--- src/rtl/vector_angle_pkg.sv ---
// Shared types and constants for the vector-angle search and its sine tables.
// The sine table is built at elaboration time from a fixed-point Taylor series.
package trig_pkg;

    typedef enum logic [1:0] {IDLE, LOOKUP, COMPARE, FINISH} state_t;

    localparam int ANGLE_W     = 9;
    localparam int AMP_W       = 32;
    localparam int MAG_W       = AMP_W - 1;
    localparam int PROD_W      = 48;
    localparam int QUARTER_DEG = 90;
    localparam int ITERATIONS  = 7;
    localparam logic [AMP_W-1:0] ONE_Q16 = 32'h0001_0000;
    localparam longint PI_Q30  = 64'sd3373259426;

    // Only ever called with constant arguments: result is round(sin(deg) * 2^16).
    function automatic logic [AMP_W-1:0] sin_q16(input int deg);
        longint x, x2, term, sum;
        x    = (longint'(deg) * PI_Q30) / 64'sd180;
        x2   = (x * x) >>> 30;
        term = x;
        sum  = x;
        for (int k = 1; k <= 12; k++) begin
            term = -((term * x2) >>> 30) / longint'((2 * k) * (2 * k + 1));
            sum  = sum + term;
        end
        return AMP_W'((sum + 64'sd8192) >>> 14);
    endfunction

    function automatic logic [MAG_W-1:0] abs_sat(input logic [AMP_W-1:0] v);
        logic [AMP_W-1:0] neg;
        neg = -v;
        if (!v[AMP_W-1])
            return v[MAG_W-1:0];
        if (v == {1'b1, {MAG_W{1'b0}}})
            return {MAG_W{1'b1}};
        return neg[MAG_W-1:0];
    endfunction

endpackage

--- src/rtl/vector_angle_if.sv ---
// Request/response bundle for vector_angle: Q16.16 vector in, whole degrees out.
interface vector_angle_if;
    import trig_pkg::*;

    logic                valid_in;
    logic [AMP_W-1:0]    sin_in;
    logic [AMP_W-1:0]    cos_in;
    logic                ready_out;
    logic [ANGLE_W-1:0]  angle_out;
    logic                valid_out;

    modport master (output valid_in, sin_in, cos_in,
                    input  ready_out, angle_out, valid_out);
    modport slave  (input  valid_in, sin_in, cos_in,
                    output ready_out, angle_out, valid_out);
endinterface

--- src/rtl/vector_angle_rom.sv ---
// First-quadrant sine table, 0..90 degrees in Q16.16, registered read.
module quarter_sine_rom
    import trig_pkg::*;
(
    input  logic             clk_in,
    input  logic [6:0]       addr,
    output logic [AMP_W-1:0] data
);

    logic [AMP_W-1:0] table_w [128];

    for (genvar g = 0; g < 128; g++) begin : g_tab
        if (g < QUARTER_DEG) begin : g_val
            localparam logic [AMP_W-1:0] VAL = sin_q16(g);
            assign table_w[g] = VAL;
        end else if (g == QUARTER_DEG) begin : g_one
            assign table_w[g] = ONE_Q16;
        end else begin : g_zero
            assign table_w[g] = '0;
        end
    end

    always_ff @(posedge clk_in) data <= table_w[addr];

endmodule

--- src/rtl/vector_angle.sv ---
// Angle of a Q16.16 vector by a 7-step binary search over the first quadrant,
// comparing |y|*cos(mid) against |x|*sin(mid), then unfolding by the input signs.
module vector_angle
    import trig_pkg::*;
(
    input  logic          clk_in,
    input  logic          rst_in,
    vector_angle_if.slave bus
);

    state_t             state_q, state_d;
    logic [6:0]         lo_q, hi_q, mid;
    logic [2:0]         iter_q;
    logic [MAG_W-1:0]   mag_y_q, mag_x_q;
    logic               neg_y_q, neg_x_q;
    logic [AMP_W-1:0]   sin_mid, cos_mid;
    logic [PROD_W-1:0]  lhs, rhs;
    logic               accept, take_lo;
    logic [ANGLE_W-1:0] phi, angle_d, angle_q;
    logic               valid_q;

    assign bus.ready_out = (state_q == IDLE) && !rst_in;
    assign bus.angle_out = angle_q;
    assign bus.valid_out = valid_q;
    assign accept        = bus.valid_in && bus.ready_out;

    assign mid = 7'((8'(lo_q) + 8'(hi_q) + 8'd1) >> 1);

    quarter_sine_rom u_sin_rom (.clk_in(clk_in), .addr(mid), .data(sin_mid));
    quarter_sine_rom u_cos_rom (.clk_in(clk_in), .addr(7'(QUARTER_DEG) - mid), .data(cos_mid));

    // tan(phi) >= tan(mid) without division; magnitudes are at most 31 x 17 bits.
    assign lhs     = {17'b0, mag_y_q} * {16'b0, cos_mid};
    assign rhs     = {17'b0, mag_x_q} * {16'b0, sin_mid};
    assign take_lo = lhs >= rhs;

    always_comb begin
        state_d = state_q;
        unique case (state_q)
            IDLE:    if (accept) state_d = LOOKUP;
            LOOKUP:  state_d = COMPARE;
            COMPARE: state_d = (iter_q == 3'(ITERATIONS - 1)) ? FINISH : LOOKUP;
            FINISH:  state_d = IDLE;
            default: state_d = IDLE;
        endcase
    end

    always_comb begin
        phi     = ANGLE_W'(lo_q);
        angle_d = phi;
        if (mag_y_q == '0 && mag_x_q == '0) begin
            angle_d = '0;
        end else begin
            unique case ({neg_x_q, neg_y_q})
                2'b00:   angle_d = phi;
                2'b10:   angle_d = 9'd180 - phi;
                2'b11:   angle_d = 9'd180 + phi;
                default: angle_d = (phi == '0) ? '0 : 9'd360 - phi;
            endcase
        end
    end

    always_ff @(posedge clk_in) begin
        if (rst_in) state_q <= IDLE;
        else        state_q <= state_d;
    end

    always_ff @(posedge clk_in) begin
        if (rst_in) begin
            lo_q    <= '0;
            hi_q    <= 7'(QUARTER_DEG);
            iter_q  <= '0;
            angle_q <= '0;
            valid_q <= 1'b0;
        end else begin
            valid_q <= 1'b0;
            unique case (state_q)
                IDLE: if (accept) begin
                    mag_y_q <= abs_sat(bus.sin_in);
                    mag_x_q <= abs_sat(bus.cos_in);
                    neg_y_q <= bus.sin_in[AMP_W-1];
                    neg_x_q <= bus.cos_in[AMP_W-1];
                    lo_q    <= '0;
                    hi_q    <= 7'(QUARTER_DEG);
                    iter_q  <= '0;
                end
                COMPARE: begin
                    if (take_lo) lo_q <= mid;
                    else         hi_q <= mid - 7'd1;
                    iter_q <= iter_q + 3'd1;
                end
                FINISH: begin
                    angle_q <= angle_d;
                    valid_q <= 1'b1;
                end
                default: ;
            endcase
        end
    end

endmodule
--- src/flat_wrapper.sv ---
// flat-port wrapper written by rule: the top's interface ports become plain ports
module vector_angle_flat import trig_pkg::*;
  (clk_in, rst_in, bus_valid_in, bus_sin_in, bus_cos_in, bus_ready_out, bus_angle_out, bus_valid_out);
  vector_angle_if bus_i ();
  input  logic clk_in;
  input  logic rst_in;
  input wire logic [$bits(bus_i.valid_in)-1:0] bus_valid_in;
  input wire logic [$bits(bus_i.sin_in)-1:0] bus_sin_in;
  input wire logic [$bits(bus_i.cos_in)-1:0] bus_cos_in;
  output wire logic [$bits(bus_i.ready_out)-1:0] bus_ready_out;
  output wire logic [$bits(bus_i.angle_out)-1:0] bus_angle_out;
  output wire logic [$bits(bus_i.valid_out)-1:0] bus_valid_out;
  assign bus_i.valid_in = bus_valid_in;
  assign bus_i.sin_in = bus_sin_in;
  assign bus_i.cos_in = bus_cos_in;
  assign bus_ready_out = bus_i.ready_out;
  assign bus_angle_out = bus_i.angle_out;
  assign bus_valid_out = bus_i.valid_out;
  vector_angle u_core (.clk_in(clk_in), .rst_in(rst_in), .bus(bus_i));
endmodule
--- config.mk ---
export PLATFORM = sky130hd
export DESIGN_NAME = vector_angle_flat
export DESIGN_NICKNAME = d
export VERILOG_FILES = /design/src/rtl/vector_angle_pkg.sv /design/src/rtl/vector_angle_if.sv /design/src/rtl/vector_angle_rom.sv /design/src/rtl/vector_angle.sv /design/src/flat_wrapper.sv
export SDC_FILE = /design/constraint.sdc
export NUM_CORES = 2
export LEC_CHECK = 0
export CAP_MARGIN = 40
export CORE_MARGIN = 1.5
export CORE_UTILIZATION = 55
export DETAILED_ROUTE_END_ITERATION = 10
export HOLD_SLACK_MARGIN = 0.02
export PLACE_DENSITY = 0.69
export SYNTH_ARGS = -nofsm -noshare
export SYNTH_HDL_FRONTEND = slang
export SYNTH_SLANG_ARGS = --single-unit
--- constraint.sdc ---
create_clock -name clk_in -period 10.3 [get_ports clk_in]
set_clock_uncertainty 0.1 [all_clocks]
set_input_delay 1.545 -clock clk_in [delete_from_list [all_inputs] [get_ports clk_in]]
set_output_delay 1.545 -clock clk_in [all_outputs]
set_load 0.01 [all_outputs]
==> summary.md <==
| Metric | Value |
|---|---|
| WL/cell | `20.50 µm` |
| Hold path depth | `2` |
| Vias/cell | `5.827` |
| Placed cells | `~6500` |
| Total number of vias | `38240` |
| Post-Synth Simple-Gate Area | `0.1782` |
| Cell row count | `107` |
| Synth unique cells | `84` |
| Seq/Total Area, Yosys | `0.06720` |
| Die ar. | `87890 µm²` |
| Detailed placement HPWL | `roughly 110 mm` |
| Setup CP Type | `reg -> reg` |
| Antenna Nets Post-Route | `0` |
| Post-synthesis mux area share | `0.002087` |
| Synth top cells by count | `935 x inv_1, 866 x fa_1, 765 x nand2_1` |
| Critical path fanouts, max | `18` |
| First-pass GRT wire length | `between 200 and 250 mm` |
| Adder-cell share of the synthesized area | `0.5168` |
| Reg2reg setup slack | `0.41 ns` |
| Tcrit/Tclk final | `0.9606` |
| CTS clk-pin slew, worst paths | `roughly 0.07 ns` |
| WL final | `134.5 mm` |
| Critical Path RT | `approximately 11 ns` |
| Hold Path End | `u_core.bus.angle_out[3]` |
| Non-Filler Instances | `6562` |
| Ys async rst share | `0` |
| Worst Reg2Reg Path Length in Cells | `36` |
| Synth top area cells | `fa_1 37%, ha_1 15%, inv_1 7.4%, and2_1 7.1%, nand2_1 6.1%` |
| Hold path start | `u_core.bus.angle_out[3]` |
| Hold bufs inserted after CTS | `0` |
| Starting Density | `0.5554` |
| Synth Area in Compound Gates | `0.1049` |
| H-tree depth | `4` |
| Share of cells above drive strength 1 | `0.04359` |
| Largest net degree at the start of global routing | `68` |
| Drt first pass iters | `6` |
| 1st-iter DRT viols | `2857` |
| Min Hold Slack | `0.3687 ns` |
| CTS sink cnt | `127` |
| Largest family of logic cells by synthesized area | `adder cells` |
| Area Overhead vs Synth | `6.168%` |
| Root buffer cell | `clkbuf_16` |
| Post-layout min period | `9.894 ns` |
| Final setup vio count | `0` |
| Synth Warn # | `0` |
| Post-synth top area cell | `fa_1` |
| Skew-Pair Late Insertion Delay | `around 0.5 ns` |
| Core area | `85280 µm²` |
| Area share of the largest cell type after synthesis | `0.3660` |
| Nature of the critical path startpoint | `register` |
| RR Endpoint | `u_core.hi_q[4]` |
| CTS max path bufs | `2` |
| Number of buffers created by CTS | `17` |
| Final RePlAce weighted congestion | `0.9676` |
| Die Y | `296.5 µm` |
| Final hold vios | `0` |
| Port bufs | `77` |
| Global Route Usage Sum | `0.3181` |
| Avg Cell Area, Syn | `roughly 8.7 µm²` |
| Nets | `6905` |
| # fillers | `7639` |
| Initial antenna violation count | `5` |
| Io pins | `78` |
| Top_reg_cell synth | `edfxtp_1` |
| Max-slew violations | `0` |
| Synth Cell Area | `47370 µm²` |
| Synth Register Bits | `127` |
| Most numerous cell in the Yosys netlist | `inv_1` |
| Reg2reg start | `u_core.u_sin_rom.data[6]` |
| Post-Syn Nets | `6972` |
| DRC violation count after routing | `0` |
| DIE WIDTH | `296.5 µm` |
| Cells after synthesis | `5468` |
| Arr. time, crit path | `10.23 ns` |
| Measured slew at the worst slew-check pin | `1.005 ns` |
| Area occupied by registers | `3189 µm²` |
| CTS tree | `done` |
| Setup crit end kind | `register` |
| Multi-input gate area | `39610 µm²` |
| Max Fclk | `101.1 MHz` |
| Critical-path top delay cell | `dfxtp_1` |
| Grt ovf | `0` |
| Hold Path Class | `reg -> reg` |
| Synth Area in XOR/XNOR | `0.03162` |
| Rel. slew slack | `0.3278` |
| Critical Path Max Stage Delay | `0.77 ns` |
| Status | `complete, no violations` |
| Max-cap violation count | `0` |
| Vias in the first global route | `39630` |
| Number of flops mapped to enable cells by yosys | `64` |
-- metal layers --
metal	routed length, µm	track usage	vias to the layer above
met2	64300	0.5258	1537
met1	54040	0.4127	19100
met5	0	0	-
li1	-	-	17240
met3	9106	0.04169	362
met4	7090	0.1572	0
-- cell type report --
class                           instances  area share
Clock buffer                           21    0.009828
Multi-Input combinational cell       4092      0.7876
Timing Repair Buffer                  224     0.03866
Clock inverter                         11    0.001791
Inverter                              939     0.07009
Sequential cell                       127     0.06342
Antenna cell                            4   0.0001990
Tap cell                             1144     0.02846
-- kinds of logic after synthesis --
family | Yosys count
AO/OA/AOI/OAI | 759
multiplexers | 6
adder cells (fa/ha/maj) | 1437
XOR/XNOR | 167
AND/OR/NAND/NOR | 1723
flip-flops | 127
buffers and inverters | 1249
-- registers in the layout, indices dropped and copies added, names as in the netlist --
signal	count
u_core.mag_y_q	31
u_core.iter_q	3
u_core.bus.angle_out	9
u_core.u_sin_rom.data	17
u_core.u_cos_rom.data	17
u_core.mag_x_q	31
u_core.neg_x_q	1
u_core.neg_y_q	1
u_core.hi_q	7
u_core.bus.valid_out	1
u_core.lo_q	7
u_core.state_q	2
-- through the flow --
stage | TNS, ns | instance area (µm²) | util | setup slack [ns]
2_1_floorplan | 0 | 47370 | - | 0.9923
3_3_place_gp | 0 | 49390 | 0.5791 | 0.3678
3_5_place_dp | 0 | 49550 | 0.5810 | 0.1684
4_1_cts | 0 | 50130 | 0.5878 | 0.1411
5_1_grt | -0.02631 | 50280 | 0.5896 | -0.02631
6_report | 0 | 50290 | 0.5897 | 0.4062
-- placed cells by master, fill, tap and decap left out, drive strengths merged, types with 14 or more instances in the layout --
cell type and n:
a211oi 33, a21o 72, a21oi 200, a31oi 30, and2 537, buf 145, clkbuf 21, clkdlybuf4s50 77
dfxtp 63, edfxtp 64, fa 866, ha 571, inv 942, nand2 765, nand2b 14, nand3 34
nand4 32, nor2 161, nor2b 16, nor3 55, nor4 31, o211ai 34, o21a 14, o21ai 153
o21bai 16, o22ai 24, o31ai 29, or3 23, xnor2 84, xor2 81
-- repair_timing --
action,CTS,global route
gates resized for setup,0,17
endpoints found under the hold margin,0,0
buffers inserted,0,12
endpoints found under the setup margin,0,14
-- worst max-delay path, delay by kind of cell (launching register included) --
family | cells | cell delay, ns
buffers and inverters | 9 | 0.94
XOR/XNOR | 1 | 0.24
AND/OR/NAND/NOR | 4 | 0.62
adder cells (fa/ha/maj) | 10 | 4.44
AO/OA/AOI/OAI | 12 | 2.69
flip-flops | 1 | 0.77
-- worst max-delay path by stage --
stage / startpoint / to / slack, ns
detailed placement: u_core.mag_y_q[9] / u_core.lo_q[6] / 0.17
global route: u_core.mag_x_q[4] / u_core.hi_q[2] / -0.03
global placement: u_core.u_cos_rom.data[2] / u_core.lo_q[1] / 0.37
floorplan: u_core.mag_x_q[4] / u_core.hi_q[2] / 0.99
finish: u_core.u_sin_rom.data[6] / u_core.hi_q[4] / 0.41
CTS: u_core.mag_y_q[9] / u_core.lo_q[3] / 0.14
Power is not shown: default switching activity piles up to over one toggle a cycle in this logic, so the estimate is an artifact.
